File: src/rtl/dmem_pkg.sv
// dmem_pkg: shared types and constants for the data-memory access unit.
//   - access size encodings as seen on the CPU load/store port
//   - FSM state enum for dmem_access_unit
//   - default data-segment base address and memory depth, shared with the
//     top-level address map
//   - helper that classifies a size/low-offset pair as misaligned or illegal
package dmem_pkg;

    localparam logic [31:0] DMEM_BASE_ADDR = 32'h1001_0000;
    localparam int          DMEM_DEPTH     = 2048;

    typedef enum logic [1:0] {
        SZ_BYTE = 2'b00,
        SZ_HALF = 2'b01,
        SZ_WORD = 2'b10,
        SZ_ILL  = 2'b11
    } size_e;

    typedef enum logic [2:0] {
        ST_IDLE,
        ST_LD_ISSUE,
        ST_LD_DATA,
        ST_RMW_RD,
        ST_RMW_MERGE,
        ST_WRITE,
        ST_ERR
    } state_e;

    // True when the size code is illegal or the offset is not naturally
    // aligned for that size.
    function automatic logic size_align_bad(input size_e sz, input logic [1:0] off);
        case (sz)
            SZ_HALF: return off[0];
            SZ_WORD: return (off != 2'b00);
            SZ_ILL:  return 1'b1;
            default: return 1'b0;
        endcase
    endfunction

endpackage

File: src/rtl/dmem_access_unit_if.sv
// dmem_access_unit_if: CPU load/store port plus word-memory port.
//   CPU side : req_valid/req_we/req_size/req_signed/req_addr/req_wdata in,
//              ready/done/err/rdata out
//   Mem side : mem_cs/mem_r/mem_w/mem_addr/mem_wdata out, mem_rdata in
// Modports:
//   slave  - the access unit's view
//   master - the environment's view (CPU plus memory)
interface dmem_access_unit_if #(
    parameter int AW = 11
) ();

    logic          req_valid;
    logic          req_we;
    logic [1:0]    req_size;
    logic          req_signed;
    logic [31:0]   req_addr;
    logic [31:0]   req_wdata;
    logic          ready;
    logic          done;
    logic          err;
    logic [31:0]   rdata;

    logic          mem_cs;
    logic          mem_r;
    logic          mem_w;
    logic [AW-1:0] mem_addr;
    logic [31:0]   mem_wdata;
    logic [31:0]   mem_rdata;

    modport slave (
        input  req_valid, req_we, req_size, req_signed, req_addr, req_wdata,
        output ready, done, err, rdata,
        output mem_cs, mem_r, mem_w, mem_addr, mem_wdata,
        input  mem_rdata
    );

    modport master (
        output req_valid, req_we, req_size, req_signed, req_addr, req_wdata,
        input  ready, done, err, rdata,
        input  mem_cs, mem_r, mem_w, mem_addr, mem_wdata,
        output mem_rdata
    );

endinterface

File: src/rtl/dmem_lane_fmt.sv
// dmem_lane_fmt: combinational little-endian lane formatting.
//   i_word   - word read from memory
//   i_off    - byte offset within the word
//   i_size   - access size
//   i_signed - sign-extend (1) or zero-extend (0) sub-word loads
//   i_new    - right-justified store data
//   o_ext    - extracted and extended load value
//   o_merged - i_word with the addressed lane replaced by i_new
module dmem_lane_fmt
    import dmem_pkg::*;
(
    input  logic [31:0] i_word,
    input  logic [1:0]  i_off,
    input  size_e       i_size,
    input  logic        i_signed,
    input  logic [31:0] i_new,
    output logic [31:0] o_ext,
    output logic [31:0] o_merged
);

    function automatic logic [31:0] extract(input logic [31:0] w, input logic [1:0] off,
                                            input size_e sz, input logic sgn);
        logic [7:0]  b;
        logic [15:0] h;
        logic [31:0] r;
        b = w[{off, 3'b000} +: 8];
        h = w[{off[1], 4'b0000} +: 16];
        case (sz)
            SZ_BYTE: r = {{24{sgn & b[7]}}, b};
            SZ_HALF: r = {{16{sgn & h[15]}}, h};
            default: r = w;
        endcase
        return r;
    endfunction

    function automatic logic [31:0] merge(input logic [31:0] old, input logic [31:0] nw,
                                          input logic [1:0] off, input size_e sz);
        logic [31:0] r;
        r = old;
        case (sz)
            SZ_BYTE: r[{off, 3'b000} +: 8]     = nw[7:0];
            SZ_HALF: r[{off[1], 4'b0000} +: 16] = nw[15:0];
            default: r = nw;
        endcase
        return r;
    endfunction

    assign o_ext    = extract(i_word, i_off, i_size, i_signed);
    assign o_merged = merge(i_word, i_new, i_off, i_size);

endmodule

File: src/rtl/dmem_access_unit.sv
// dmem_access_unit: multi-cycle bridge from the CPU load/store port to the
// word-organised data memory.
//   clk_in - clock, rising edge
//   reset  - asynchronous active-low reset
//   bus    - dmem_access_unit_if.slave (CPU request/response + memory port)
//
// state        | meaning
// -------------+----------------------------------------------------------
// ST_IDLE      | ready=1, waiting for a request
// ST_LD_ISSUE  | read strobe for a load
// ST_LD_DATA   | memory data valid; extract, extend, done
// ST_RMW_RD    | read strobe for a sub-word store
// ST_RMW_MERGE | old word valid; merge new lane into merge buffer
// ST_WRITE     | write strobe (word data or merge buffer), done
// ST_ERR       | rejected access: done+err, no strobes
module dmem_access_unit
    import dmem_pkg::*;
#(
    parameter logic [31:0] BASE_ADDR = DMEM_BASE_ADDR,
    parameter int          DEPTH     = DMEM_DEPTH
) (
    input  logic               clk_in,
    input  logic               reset,
    dmem_access_unit_if.slave  bus
);

    localparam int AW = $clog2(DEPTH);

    state_e        r_state;
    state_e        w_state_nxt;
    logic          r_we;
    size_e         r_size;
    logic          r_signed;
    logic [31:0]   r_wdata;
    // Only the in-range offset bits matter after acceptance; everything above
    // is checked before the access leaves IDLE.
    logic [AW+1:0] r_off;
    logic [31:0]   r_merge;
    logic [31:0]   r_rdata;

    logic [31:0]   w_off;
    logic          w_reject;
    logic          w_accept;
    size_e         w_req_size;
    logic [31:0]   w_ext;
    logic [31:0]   w_merged;
    logic          w_rd;
    logic          w_wr;

    assign w_req_size = size_e'(bus.req_size);
    assign w_off      = bus.req_addr - BASE_ADDR;
    // Addresses below the base wrap to huge offsets and fail the range test.
    assign w_reject   = size_align_bad(w_req_size, w_off[1:0]) ||
                        (w_off >= 32'(DEPTH * 4));
    assign w_accept   = (r_state == ST_IDLE) && bus.req_valid;

    dmem_lane_fmt u_lane_fmt (
        .i_word   (bus.mem_rdata),
        .i_off    (r_off[1:0]),
        .i_size   (r_size),
        .i_signed (r_signed),
        .i_new    (r_wdata),
        .o_ext    (w_ext),
        .o_merged (w_merged)
    );

    always_ff @(posedge clk_in or negedge reset) begin
        if (!reset) begin
            r_state <= ST_IDLE;
        end else begin
            r_state <= w_state_nxt;
        end
    end

    always_comb begin
        w_state_nxt = r_state;
        case (r_state)
            ST_IDLE: begin
                if (bus.req_valid) begin
                    if (w_reject) begin
                        w_state_nxt = ST_ERR;
                    end else if (!bus.req_we) begin
                        w_state_nxt = ST_LD_ISSUE;
                    end else if (w_req_size == SZ_WORD) begin
                        w_state_nxt = ST_WRITE;
                    end else begin
                        w_state_nxt = ST_RMW_RD;
                    end
                end
            end
            ST_LD_ISSUE:  w_state_nxt = ST_LD_DATA;
            ST_LD_DATA:   w_state_nxt = ST_IDLE;
            ST_RMW_RD:    w_state_nxt = ST_RMW_MERGE;
            ST_RMW_MERGE: w_state_nxt = ST_WRITE;
            ST_WRITE:     w_state_nxt = ST_IDLE;
            ST_ERR:       w_state_nxt = ST_IDLE;
            default:      w_state_nxt = ST_IDLE;
        endcase
    end

    always_ff @(posedge clk_in or negedge reset) begin
        if (!reset) begin
            r_we     <= 1'b0;
            r_size   <= SZ_BYTE;
            r_signed <= 1'b0;
            r_wdata  <= '0;
            r_off    <= '0;
            r_merge  <= '0;
            r_rdata  <= '0;
        end else begin
            if (w_accept) begin
                r_we     <= bus.req_we;
                r_size   <= w_req_size;
                r_signed <= bus.req_signed;
                r_wdata  <= bus.req_wdata;
                r_off    <= w_off[AW+1:0];
            end
            if (r_state == ST_RMW_MERGE) begin
                r_merge <= w_merged;
            end
            if (r_state == ST_LD_DATA) begin
                r_rdata <= w_ext;
            end
        end
    end

    // All outputs decode from the state register so they fall together with
    // an asynchronous reset.
    assign w_rd = (r_state == ST_LD_ISSUE) || (r_state == ST_RMW_RD);
    assign w_wr = (r_state == ST_WRITE);

    assign bus.ready     = (r_state == ST_IDLE);
    assign bus.done      = (r_state == ST_LD_DATA) || (r_state == ST_WRITE) ||
                           (r_state == ST_ERR);
    assign bus.err       = (r_state == ST_ERR);
    // Present the load result in the done cycle itself; the register holds
    // it afterwards.
    assign bus.rdata     = (r_state == ST_LD_DATA) ? w_ext : r_rdata;
    assign bus.mem_r     = w_rd;
    assign bus.mem_w     = w_wr;
    assign bus.mem_cs    = w_rd | w_wr;
    assign bus.mem_addr  = (w_rd | w_wr) ? r_off[AW+1:2] : '0;
    assign bus.mem_wdata = !w_wr              ? 32'h0   :
                           (r_size == SZ_WORD) ? r_wdata : r_merge;

    // r_we steers the FSM only at acceptance; keep it latched for visibility.
    logic w_unused;
    assign w_unused = r_we;

endmodule
File: src/flat_wrapper.sv
// flat-port wrapper written by rule: the top's interface ports become plain ports
module dmem_access_unit_flat import dmem_pkg::*;
#(
    parameter logic [31:0] BASE_ADDR = DMEM_BASE_ADDR,
    parameter int          DEPTH     = DMEM_DEPTH
)
  (clk_in, reset, bus_req_valid, bus_req_we, bus_req_size, bus_req_signed, bus_req_addr, bus_req_wdata, bus_ready, bus_done, bus_err, bus_rdata, bus_mem_cs, bus_mem_r, bus_mem_w, bus_mem_addr, bus_mem_wdata, bus_mem_rdata);
  dmem_access_unit_if bus_i ();
  input  logic clk_in;
  input  logic reset;
  input wire logic [$bits(bus_i.req_valid)-1:0] bus_req_valid;
  input wire logic [$bits(bus_i.req_we)-1:0] bus_req_we;
  input wire logic [$bits(bus_i.req_size)-1:0] bus_req_size;
  input wire logic [$bits(bus_i.req_signed)-1:0] bus_req_signed;
  input wire logic [$bits(bus_i.req_addr)-1:0] bus_req_addr;
  input wire logic [$bits(bus_i.req_wdata)-1:0] bus_req_wdata;
  output wire logic [$bits(bus_i.ready)-1:0] bus_ready;
  output wire logic [$bits(bus_i.done)-1:0] bus_done;
  output wire logic [$bits(bus_i.err)-1:0] bus_err;
  output wire logic [$bits(bus_i.rdata)-1:0] bus_rdata;
  output wire logic [$bits(bus_i.mem_cs)-1:0] bus_mem_cs;
  output wire logic [$bits(bus_i.mem_r)-1:0] bus_mem_r;
  output wire logic [$bits(bus_i.mem_w)-1:0] bus_mem_w;
  output wire logic [$bits(bus_i.mem_addr)-1:0] bus_mem_addr;
  output wire logic [$bits(bus_i.mem_wdata)-1:0] bus_mem_wdata;
  input wire logic [$bits(bus_i.mem_rdata)-1:0] bus_mem_rdata;
  assign bus_i.req_valid = bus_req_valid;
  assign bus_i.req_we = bus_req_we;
  assign bus_i.req_size = bus_req_size;
  assign bus_i.req_signed = bus_req_signed;
  assign bus_i.req_addr = bus_req_addr;
  assign bus_i.req_wdata = bus_req_wdata;
  assign bus_ready = bus_i.ready;
  assign bus_done = bus_i.done;
  assign bus_err = bus_i.err;
  assign bus_rdata = bus_i.rdata;
  assign bus_mem_cs = bus_i.mem_cs;
  assign bus_mem_r = bus_i.mem_r;
  assign bus_mem_w = bus_i.mem_w;
  assign bus_mem_addr = bus_i.mem_addr;
  assign bus_mem_wdata = bus_i.mem_wdata;
  assign bus_i.mem_rdata = bus_mem_rdata;
  dmem_access_unit #(.BASE_ADDR(BASE_ADDR), .DEPTH(DEPTH)) u_core (.clk_in(clk_in), .reset(reset), .bus(bus_i));
endmodule
File: config.mk
export PLATFORM = sky130hd
export DESIGN_NAME = dmem_access_unit_flat
export DESIGN_NICKNAME = d
export VERILOG_FILES = /design/src/rtl/dmem_pkg.sv /design/src/rtl/dmem_access_unit_if.sv /design/src/rtl/dmem_lane_fmt.sv /design/src/rtl/dmem_access_unit.sv /design/src/flat_wrapper.sv
export SDC_FILE = /design/constraint.sdc
export NUM_CORES = 1
export LEC_CHECK = 0
export ABC_AREA = 1
export ABC_CLOCK_PERIOD_IN_PS = 2900
export BUFFER_PORTS_ARGS = -buffer_cell sky130_fd_sc_hd__buf_2
export CAP_MARGIN = 30
export CELL_PAD_IN_SITES_DETAIL_PLACEMENT = 2
export CELL_PAD_IN_SITES_GLOBAL_PLACEMENT = 2
export CORE_MARGIN = 2
export CORE_UTILIZATION = 30
export DETAILED_ROUTE_END_ITERATION = 8
export GPL_ROUTABILITY_DRIVEN = 0
export PLACE_DENSITY_LB_ADDON = 0.1
export SLEW_MARGIN = 0
export SYNTH_ARGS = -nofsm -noshare
export SYNTH_HDL_FRONTEND = slang
export SYNTH_SLANG_ARGS = --single-unit
File: constraint.sdc
create_clock -name clk_in -period 2.9 [get_ports clk_in]
set_input_delay 0.58 -clock clk_in [delete_from_list [all_inputs] [get_ports clk_in]]
set_output_delay 0.58 -clock clk_in [all_outputs]
set_load 0.05 [all_outputs]
# Word level (Yosys, flattened, before mapping)
# Index checks and enable logic that the tools add are counted.
op_classes:
  addsub: 3
  multipliers: 0
  div: 0
  magnitude_cmp: 1
  n_eq_ne: 12
  n_shift: 6
  muxes: 14
  n_bitwise: 3
  n_reduce_logical: 8
op_table:
  columns: ["operator", "count"]
  rows:
  - ["$pmux W32 S2", 2]
  - ["$mux W32", 3]
  - ["$bwmux W32", 2]
  - ["$ge A32 B14 Y1 const B", 1]
  - ["$shift A16 B7 Y32 const A", 1]
  - ["$shift A8 B7 Y32 const A", 1]
  - ["$shiftx A16 B7 Y32", 1]
  - ["$shiftx A32 B6 Y16", 1]
  - ["$shiftx A32 B6 Y8", 1]
  - ["$shiftx A8 B7 Y32", 1]
  - ["$sub A32 B29 Y32 const B", 1]
  - ["$neg A5 Y7", 2]
  - ["$mux W3", 4]
  - ["$pmux W3 S4", 1]
  - ["$mux W11", 1]
  - ["$eq A3 B3 Y1 const B", 3]
  - ["$eq A2 B2 Y1 const B", 3]
  - ["$eq A3 B2 Y1 const B", 2]
  - ["$eq A2 B1 Y1 const B", 2]
  - ["$logic_or A1 B1 Y1", 4]
  - ["$eq A3 B1 Y1 const B", 1]
  - ["$logic_not A3 Y1", 1]
  - ["$pmux W1 S3", 1]
  - ["$and A1 B1 Y1", 2]
  - ["5 further kinds", 5]
word_totals:
  register_bits: 115
  latchBits: 0
  ram_bits: 0
  mem_bits_ro: 0
  elab_cells: 54
  memories: 0

# Depth between registers and ports, before layout
# Gate-level depths: netlist (run 1).
logic_depth:
  ltp_word: 7
  depth_mapped: 10
  ltp_nobuf: 10

# Modules after synthesis
# Synthesis (run 1) repeated with hierarchy kept, for this count alone.
hier_totals:
  hier_cells: 892
  hier_area_um2: 7060.5
modules_own_cells:
  columns: ["module", "n_inst", "cells_each", "area_per_inst_um2"]
  rows:
  - ["dmem_access_unit", 1, 466, 5102.4]
  - ["dmem_lane_fmt", 1, 426, 1958.1]

# Worst setup path before layout (run 1)
# OpenSTA, ideal clock, no wires.
synth_timing:
  path_kind: "register -> output"
  start: "register u_core.r_size[1]"
  end: "output bus_mem_wdata[8]"
  t_arrival_ns: 2.134
  t_required_ns: 2.320
  slack_ns: 0.186
  stages_incl_launch_ff: 6
  path_cell_list: "dfrtp_1 buf_2 inv_1 nor2_2 buf_2 a211oi_1"
synth_via:
  elab_chain_cells: 3
synth_rtl:
  columns: ["item", "line_no", "rtl"]
  rows:
  - ["start: declaration", "dmem_access_unit.sv:32", "size_e r_size;"]
  - ["start signal: assignment", "dmem_access_unit.sv:113", "r_size <= w_req_size;"]
  - ["$eq A2 B2 Y1", "dmem_access_unit.sv:144", "(r_size == SZ_WORD) ? r_wdata : r_merge;"]
  - ["$mux W32", "dmem_access_unit.sv:144", null]
  - ["$mux W32", "dmem_access_unit.sv:143", "assign bus.mem_wdata = !w_wr ? 32'h0 :"]
  - ["end: declaration", "flat_wrapper.sv:25", "output wire logic [$bits(bus_i.mem_wdata)-1:0] bus_mem_wdata;"]
# No other way between the ends.

# Final worst setup path (run 1)
layout_timing:
  start: "register u_core.r_off[1]"
  end: "output bus_rdata[17]"
layout_via:
  elab_chain_cells: 4
  elab_cells_between_ends: 6
  cone_classes: "shift (2); mux (2); bitwise (2)"
layout_rtl:
  columns: ["item", "line_no", "rtl"]
  rows:
  - ["start: declaration", "dmem_access_unit.sv:37", "logic [AW+1:0] r_off;"]
  - ["start signal: assignment", "dmem_access_unit.sv:116", "r_off <= w_off[AW+1:0];"]
  - ["$shiftx A32 B6 Y16 or $shiftx A32 B6 Y8 (tied branches)", "dmem_lane_fmt.sv:27, dmem_lane_fmt.sv:26", null]
  - ["$and A1 B1 Y1 (on tied branches)", "dmem_lane_fmt.sv:30, dmem_lane_fmt.sv:29", null]
  - ["$pmux W32 S2 (*)", "dmem_lane_fmt.sv:28", "case (sz)"]
  - ["$mux W32 (*)", "dmem_access_unit.sv:138", "assign bus.rdata = (r_state == ST_LD_DATA) ? w_ext : r_rdata;"]
  - ["end: declaration", "flat_wrapper.sv:20", "output wire logic [$bits(bus_i.rdata)-1:0] bus_rdata;"]
# Every way passes the cells marked *; elsewhere a longest branch is shown, timed or not.

==> results of run 1 <==
## layer usage
layer / GRT usage [%] / vias to the layer above / wire [um]
li1: - / 3228 / -
met1: 29.02 / 3404 / 11850
met2: 41.35 / 157 / 14050
met3: 4.959 / 41 / 1102
met4: 8.201 / 0 / 678
met5: 0 / - / 0
## worst max-delay path, stage by stage, from the launching register on
cell and delay (ns):
dfrtp_1 0.42, buf_6 0.18, nor2_2 0.13, a21oi_2 0.09, o21ai_4 0.24, o211ai_4 0.10
buf_12 0.17, a2bb2oi_1 0.19, clkbuf_4 0.27
## registers in the layout, indices dropped and copies added, names as in the netlist
name,count
u_core.r_off,13
u_core.r_wdata,32
u_core.r_size,2
u_core.r_rdata,32
u_core.r_state,3
u_core.r_signed,1
u_core.r_merge,32
## power groups by stage
stage,registers [mW],clock network [mW],logic (mW)
after floorplan,2.82,0,5.17
after global placement,3.08,0,6.74
after detailed placement,3.10,0,6.85
after CTS,3.09,2.51,6.97
after global routing,3.20,2.57,7.70
final,3.09,2.45,7.08
## stage by stage
stage	cell area, um2	setup TNS [ns]
2_1_floorplan	6822	0
3_3_place_gp	8039	0
3_5_place_dp	8039	0
4_1_cts	8760	0
5_1_grt	8864	-0.1542
6_report	8864	0
## kinds of logic after synthesis
kind of cell               count (synthesis)  synth area share, %
adders and majority gates                  5               0.9171
DFF                                      115                42.19
muxes                                     35                5.778
buffers and inverters                    157                9.703
xor gates and xnor gates                   1               0.1284
and+or+nand+nor                          251                16.10
AOI/OAI and AO/OA                        278                25.18
## cells in the mapped netlist, types with 8 or more instances
cell type	number
a221oi_1	15
nor3_1	8
a21oi_1	119
inv_1	100
nor2_1	61
a41oi_1	11
nand2_1	137
a2bb2oi_2	10
a22oi_1	8
nand3_1	25
dfrtp_1	115
o22ai_1	25
clkbuf_1	21
mux2_2	35
buf_2	22
o21ai_0	65
## repair_timing
item,CTS,global route
resized for setup,9,30
endpoints found under the setup margin,27,29
gates cloned,0,1
pin swaps,1,3
setup buffers,2,3
## area by class of cell
type	instances	area, um2
inverters	106	400.4
multi-input cells	571	3314
clock buffers	18	439.2
repair buffers	212	1244
fillers	2609	13640
clock inverters	14	227.7
well taps	285	356.6
flip-flops and latches	115	2882
## how the worst min path moves through the flow
stage               cells after the start  slack [ns]                       endpoint                         from
floorplan                               0        0.28  u_core.r_merge[0]$_DFFE_PN0N_                        reset
global placement                        2        0.48    u_core.r_rdata[6]$_DFF_PN0_  u_core.r_rdata[6]$_DFF_PN0_
detailed placement                      2        0.48    u_core.r_rdata[0]$_DFF_PN0_  u_core.r_rdata[0]$_DFF_PN0_
CTS                                     1        0.12   u_core.r_rdata[28]$_DFF_PN0_                        reset
global route                            1        0.14   u_core.r_rdata[28]$_DFF_PN0_                        reset
finish                                  1        0.12   u_core.r_rdata[28]$_DFF_PN0_                        reset
==> out/results.tsv, run 1 <==
metric	value	unit
post-synth net total	950	
vias in the first global route	7555	
Worst EP arrival	2.23	ns
via count	6830	
final setup margin	0.09262	ns
prevailing post-synth register cell	dfrtp_1	
die area	23960	um2
Yosys top cell area share	42.19	%
share of cells above drive strength 1	31.18	%
DRT iter0 DRCs	266	
Synth Instances	842	
clock sinks	115	
Max Fclk	356.2	MHz
First-pass DRT Iterations	4	
Layout area overhead	29.93	%
htree depth	4	
wire per inst	20.95	um
Core Region	22500	um2
Syn Area/Cell	8.102	um2
R2R depth	7	
Total Routed Length	27680	um
Hold WS	0.1152	ns
Clk network pwr share	19.4	%
mapped cell area	6822	um2
RSZ-0062 raised after global routing	true	
post-route ant nets	0	
clock root buffer	clkbuf_16	
Crit. End Element	output port	
post-detail-place hpwl	20170	um
slew at the pin closest to its max-slew limit	0.8009	ns
dominant cell type by area after synthesis	dfrtp_1	
Worst Clk Skew	0.008368	ns
relative slew slack	46.61	%
status	finished clean	
R2R Path End	u_core.r_merge[2]$_DFFE_PN0N_	
initial antenna violation count	0	
Synth cell types	37	
switching power	6.461	mW
synthesized flop and latch total	115	
first-pass GRT wire length	43410	um
worst hold path class	input pin to async pin	
chip width	154.8	um
endpoints failing setup	0	
Antenna diodes	0	
Ys Warns	0	
pre-CTS WS	0.2131	ns
setup slack, reg-to-reg	0.51	ns
Inst Count DP	1283	
static leakage	4.363	nW
min Tclk post-route	2.807	ns
sequential element share of the synthesized area	42.19	%
DR vias/cell	5.170	
Post-synth EDFFs	0	
commonest non-fill, non-tap cells in the layout	buf_2, nand2_1, a21oi_1	
Comb pwr share	56.1	%
layout net count	1131	
number of port buffers	183	
Tot Pwr	12.62	mW
largest net degree at the start of global routing	62	
pwr/cell area	1423	nW/um2
Total GRT Usage	23.69	%
Pins Over Slew Limit	0	
drt drc	0	
Sequential Power Share	24.5	%
R2R Path Start	u_core.r_off[1]$_DFFE_PN0P_	
post-route insts no fill	1321	
hold_buf cts	0	
MaxCap Viol Count	0	
TritonCTS Buffers	17	
Worst EP required	2.32	ns
commonest non-fill, non-tap cell in the layout	buf_2	
CP Launch Point	u_core.r_off[1]$_DFFE_PN0P_	
Finished Core Util	39.39	%
# rows	55	
period utilization	96.81	%
async set or reset register ratio after synthesis	100.0	%
Starting Density	30.31	%
Area contributors post-synth	dfrtp_1, a21oi_1, nand2_1, mux2_2, inv_1	
Clk pin slew, worst setup/hold paths	0.06	ns
CTS tree	built	
Worst setup endpoint	bus_rdata[17]	
I/O pin total	184	
Hold Vio Cnt, Final	0	
Sw Ratio	51.21	%
die height	154.8	um
CP Class	flop to output port	
Critical Path Start Type	flop	
Max VDD drop	0.6544	mV
Internal Power	6.156	mW
CP max FO	16	
clock buffer depth	2	
grt total ovfl	0	
Clock Latency Late Sink	0.43	ns
No activity file was read; power rests on OpenSTA's default activity.
==> inputs of run 2 (changes only) <==
- ABC_AREA: 1 -> unset
- CORE_UTILIZATION: 30 -> 31
- GPL_TIMING_DRIVEN: unset -> 0
==> run 2 against run 1 <==
Effect of this change: the flow now finishes with violations (setup timing); synthesized cell count fell by 16%; routed wire length up 5.8%; maximum frequency down 3.6%; area after synthesis shrank 4.5%; clock power decreased by 7%.
==> out/results.tsv, run 2 <==
metric	value	unit
initial antenna violation count	0	
min Tclk post-route	2.913	ns
mapped cell area	6511	um2
Ys Warns	0	
static leakage	4.149	nW
Total Routed Length	29280	um
R2R Path Start	u_core.r_off[1]$_DFFE_PN0P_	
Area contributors post-synth	dfrtp_1, mux2_2, nand2_1, a21oi_1, o21ai_0	
# rows	53	
Worst Clk Skew	0.009303	ns
Total GRT Usage	26.42	%
grt total ovfl	0	
Crit. End Element	output port	
relative slew slack	40.35	%
Max Fclk	343.3	MHz
Hold WS	0.04681	ns
top-count cell post-synth	nand2_1	
clock root buffer	clkbuf_16	
R2R Path End	u_core.r_merge[11]$_DFFE_PN0N_	
Clock Latency Late Sink	0.43	ns
sequential element share of the synthesized area	44.20	%
Clk pin slew, worst setup/hold paths	0.06	ns
die area	22180	um2
Syn Area/Cell	9.171	um2
post-route cell area	8932	um2
largest net degree at the start of global routing	79	
Max VDD drop	0.6227	mV
Critical Path Start Type	flop	
dominant cell type by area after synthesis	dfrtp_1	
drt drc	0	
vias in the first global route	7322	
RSZ-0062 raised after global routing	true	
TritonCTS Buffers	17	
cell area after placement	7807	um2
setup slack, reg-to-reg	0.16	ns
synthesized flop and latch total	115	
Yosys top cell area share	44.20	%
failing checks	setup timing	
I/O pin total	184	
post-route ant nets	0	
CP max FO	10	
R2R depth	10	
Worst EP arrival	2.33	ns
CP Class	flop to output port	
Synth Instances	710	
Inst Count DP	1169	
status	complete, but fails checks	
commonest non-fill, non-tap cells in the layout	buf_2, nand2_1, dfrtp_1	
top flop regs	u_core.r_merge (32), u_core.r_rdata (32), u_core.r_wdata (32)	
worst hold path class	input pin to async pin	
Layout area overhead	37.18	%
post-route insts no fill	1218	
Core Region	20820	um2
pwr/cell area	1448	nW/um2
First-pass DRT Iterations	6	
slew at the pin closest to its max-slew limit	0.8928	ns
MaxCap Viol Count	0	
DRT iter0 DRCs	394	
htree depth	4	
Starting Density	31.27	%
final setup margin	-0.01286	ns
# fillers	2291	
Pins Over Slew Limit	0	
clock sinks	115	
CTS tree	built	
first-pass GRT wire length	43620	um
chip width	148.9	um
post-synth net total	818	
die height	148.9	um
endpoints failing setup	1	
post-detail-place hpwl	21120	um
Synth cell types	48	
layout net count	1038	
Antenna diodes	0	
Post-synth top cells	nand2_1, dfrtp_1, mux2_2, a21oi_1, o21ai_0	
via count	6697	
async set or reset register ratio after synthesis	100.0	%
Post-synth EDFFs	0	
clock buffer depth	2	
DR vias/cell	5.498	
number of port buffers	183	
Hold Vio Cnt, Final	0	
Worst EP required	2.32	ns
prevailing post-synth register cell	dfrtp_1	
share of cells above drive strength 1	39.98	%
wire per inst	24.04	um
commonest non-fill, non-tap cell in the layout	buf_2	
period utilization	100.4	%
run 2: cell count changes after synthesis, moves of 10 or more:
cell	change
inv_1	-92
a21oi_1	-75
nor2_1	-36
o21ai_0	-26
o22ai_1	-25
a31oi_1	+23
mux2_2	+20
nor2b_1	+20
a22o_1	+17
and3_1	+16
a222oi_1	+15
and2_1	+12
a41oi_1	-11
a2bb2oi_2	-10
run 2: report_power, final:
| part | switching (mW) | total (mW) | internal [mW] |
|---|---|---|---|
| Combinational | 4.88 | 7.41 | 2.53 |
| Sequential | 0.819 | 3.23 | 2.42 |
| Clock | 0.877 | 2.29 | 1.41 |
| Total | 6.58 | 12.9 | 6.35 |
run 2: worst max-delay path by stage:
| stage | start | endpoint | slack, ns | depth (start not counted) |
|---|---|---|---|---|
| final | u_core.r_size[0]$_DFFE_PN0P_ | bus_rdata[5] | -0.01 | 7 |
| after global routing | u_core.r_size[0]$_DFFE_PN0P_ | bus_rdata[5] | -0.09 | 7 |
| after CTS | u_core.r_off[0]$_DFFE_PN0P_ | bus_rdata[21] | -0.03 | 6 |
| after detailed placement | u_core.r_state[2]$_DFFE_PN0P_ | bus_rdata[14] | -0.03 | 7 |
| after global placement | reset | u_core.r_off[11]$_DFFE_PN0P_ | -0.27 | 1 |
| after floorplan | u_core.r_state[0]$_DFFE_PN0P_ | bus_mem_addr[1] | 0.02 | 5 |
run 2: routing by layer:
metal,vias up,GRT usage (%),wire length [um]
li1,3010,-,-
met1,3414,33.55,12440
met2,238,45.14,14640
met3,35,5.291,1440
met4,0,8.524,758
met5,-,0,0
run 2: worst max-delay path: stages, from the launching register on:
cell and delay [ns]:
dfrtp_1 0.36, clkbuf_4 0.20, nand2b_1 0.24, buf_4 0.21
nor3_1 0.27, a31oi_2 0.12, o221a_2 0.31, buf_4 0.19
run 2: cell type report:
type	instances	area, um2	share of cell area [%]
inverter	8	33.78	0.3782
buffer	56	319.1	3.572
timing repair buffer	204	1251	14.01
tap	275	344.1	3.852
sequential	115	2879	32.23
multi-input combinational	528	3477	38.93
clock buffer	19	452.9	5.071
clock inverter	13	175.2	1.961
run 2: kinds of logic after synthesis:
| logic type | after synthesis | synth area share, % |
|---|---|---|
| buffers and inverters | 67 | 4.804 |
| adders and majority gates | 5 | 0.9608 |
| AOI/OAI and AO/OA | 174 | 18.52 |
| DFF | 115 | 44.20 |
| muxes | 57 | 10.01 |
| and+or+nand+nor | 292 | 21.50 |
run 2: what timing repair did:
action / CTS / global route
gates resized for setup: 78 / 37
hold buffers: 0 / 0
pin swaps: 2 / 4
endpoints found under the setup margin: 73 / 71
cloned: 1 / 0
buffers inserted: 9 / 10
run 2: metrics by stage:
stage | total power [mW] | TNS [ns] | setup WS, ns | utilization, %
detailed placement | 9.945 | -0.1027 | -0.02773 | 37.50
finish | 12.93 | -0.01286 | -0.01286 | 42.90
global placement | 9.653 | -28.97 | -0.2674 | 37.33
CTS | 12.71 | -0.2490 | -0.02757 | 41.98
floorplan | 7.758 | 0 | 0.02342 | -
global route | 13.62 | -0.2393 | -0.09465 | 42.90
==> inputs of run 3 (changes only) <==
==> constraint.sdc (replaced) <==
create_clock -name clk_in -period 2.9 [get_ports clk_in]
set_input_delay 0.58 -clock clk_in [delete_from_list [all_inputs] [get_ports clk_in]]
set_output_delay 0.58 -clock clk_in [all_outputs]
set_load 0.01 [all_outputs]
==> run 3 against run 2 <==
Effect of this change: routed wire length decreased by 0.37%; worst setup slack lost 0.021 ns; clock skew grew 0.0029 ns; combinational power shrank 26%; register-to-register slack gained 0.05 ns; sequential share of layout area rose by 1.1 points; cell count is 0.74% lower; the flow still finishes with violations (setup timing); hold slack got worse by 0.0095 ns; maximum frequency down 0.72%; sequential power barely moved; highest routed layer unchanged; clock power fell by 3%; critical endpoint is now bus_rdata[15]; largest cell class unchanged.
==> out/results.tsv, run 3 (same netlist as run 2, synthesis figures left out) <==
metric	value	unit
CTS tree	built	
htree depth	4	
chip width	148.9	um
RSZ-0062 raised after global routing	true	
cell area after placement	7805	um2
first-pass GRT wire length	44440	um
# fillers	2350	
Pins Over Slew Limit	0	
drt drc	0	
initial antenna violation count	1	
Antenna diodes	0	
Sequential Power Share	29.6	%
share of cells above drive strength 1	37.58	%
Total Routed Length	29180	um
critical path's most frequent cell	buf_2	
number of port buffers	183	
First-pass DRT Iterations	5	
Core Region	20820	um2
Clk network pwr share	20.4	%
Finished Core Util	41.47	%
Clk pin slew, worst setup/hold paths	0.06	ns
clock buffer depth	2	
post-detail-place hpwl	21080	um
Layout area overhead	32.63	%
CP Class	flop to output port	
static leakage	4.014	nW
MaxCap Viol Count	0	
Sw Ratio	45.30	%
status	complete, but fails checks	
clock sinks	115	
pwr/cell area	1266	nW/um2
Worst path max stage delay	0.42	ns
crit path cell chain	buf_4 -> inv_1 -> a21o_4 -> buf_2 -> a221oi_2 -> a21oi_1 -> buf_2	
Hold Vio Cnt, Final	0	
hold_buf cts	0	
relative slew slack	37.55	%
delay-heaviest family, CP	buffers and inverters	
vias in the first global route	7498	
Total GRT Usage	26.73	%
clock root buffer	clkbuf_16	
worst hold path class	input pin to async pin	
Worst EP arrival	2.35	ns
die height	148.9	um
grt total ovfl	0	
Worst Clk Skew	0.01225	ns
FF+latch area	2880	um2
period utilization	101.2	%
Clock Latency Late Sink	0.43	ns
Critical Path Start Type	flop	
# rows	53	
commonest non-fill, non-tap cell in the layout	buf_2	
top flop regs	u_core.r_merge (32), u_core.r_rdata (32), u_core.r_wdata (32)	
post-route cell area	8636	um2
post-route ant nets	0	
commonest non-fill, non-tap cells in the layout	buf_2, nand2_1, dfrtp_1	
worst path bufs/invs	4	
layout net count	1029	
Comb pwr share	50.1	%
largest net degree at the start of global routing	84	
I/O pin total	184	
final setup margin	-0.03384	ns
Worst EP required	2.32	ns
Max VDD drop	0.4310	mV
TritonCTS Buffers	17	
Starting Density	31.27	%
switching power	4.954	mW
Crit. End Element	output port	
Internal Power	5.983	mW
DRT iter0 DRCs	358	
DR vias/cell	5.572	
slew at the pin closest to its max-slew limit	0.9347	ns
area of the multi-input gates	3421	um2
via count	6737	
setup_tns	-0.03413	ns
CP max FO	10	
failing checks	setup timing	
Critical-path top delay cell	dfrtp_2	
Hold WS	0.03733	ns
pre-CTS WS	0.1035	ns
die area	22180	um2
wire per inst	24.13	um
Max Fclk	340.9	MHz
min Tclk post-route	2.934	ns
endpoints failing setup	2	
run 3: final timing paths:
kind / startpoint / slack, ns / end / cells past startpoint
worst max-delay path: u_core.r_off[1]$_DFFE_PN0P_ / -0.03 / bus_rdata[15] / 7
worst min-delay path: reset / 0.04 / u_core.r_rdata[29]$_DFF_PN0_ / 1
worst max register to register: u_core.r_off[1]$_DFFE_PN0P_ / 0.21 / u_core.r_merge[22]$_DFFE_PN0N_ / 7
worst min register to register: u_core.r_merge[10]$_DFFE_PN0N_ / 0.49 / u_core.r_merge[10]$_DFFE_PN0N_ / 2
max in group asynchronous: reset / 2.12 / u_core.r_wdata[0]$_DFFE_PN0P_ / 2
min in group clk_in: bus_req_wdata[8] / 0.38 / u_core.r_wdata[8]$_DFFE_PN0P_ / 2
run 3: per-layer routing:
metal / global-route usage (%) / share of wire [%] / wire length, um / vias to the layer above
met1: 33.72 / 43 / 12420 / 3461
met5: 0 / 0 / 0 / -
met3: 4.404 / 4.6 / 1344 / 44
met2: 45.83 / 50 / 14480 / 235
li1: - / - / - / 2997
met4: 10.33 / 3.2 / 928 / 0
run 3: timing repair:
| action | 4_1_cts | 5_1_grt |
|---|---|---|
| buffers inserted | 5 | 6 |
| cloned | 0 | 1 |
| endpoints found under the setup margin | 62 | 52 |
| resized for setup | 15 | 35 |
| endpoints found under the hold margin | 0 | 0 |
| pin swaps | 2 | 1 |
run 3: stage by stage:
step           power (mW)  instances
2_1_floorplan       6.225        710
3_3_place_gp        8.122       1168
3_5_place_dp        8.394       1169
4_1_cts             10.81       1204
5_1_grt             11.65       1209
6_report            10.94       1209
run 3: cell type report:
| class | count | area share [%] |
|---|---|---|
| multi-input cells | 528 | 39.61 |
| flip-flops and latches | 115 | 33.35 |
| repair buffers | 196 | 12.32 |
| clock buffers | 18 | 4.970 |
| well taps | 275 | 3.984 |
| plain buffers | 55 | 3.376 |
| clock inverters | 14 | 2.043 |
| inverters | 8 | 0.3477 |
run 3: power by group through the flow:
stage                     Sequential [mW]  Clock [mW]  Combinational, mW
after floorplan                      2.79           0               3.43
after global routing                 3.32        2.33               6.00
after detailed placement             3.21           0               5.18
after CTS                            3.22        2.25               5.33
after global placement               3.16           0               4.96
final                                3.23        2.23               5.48
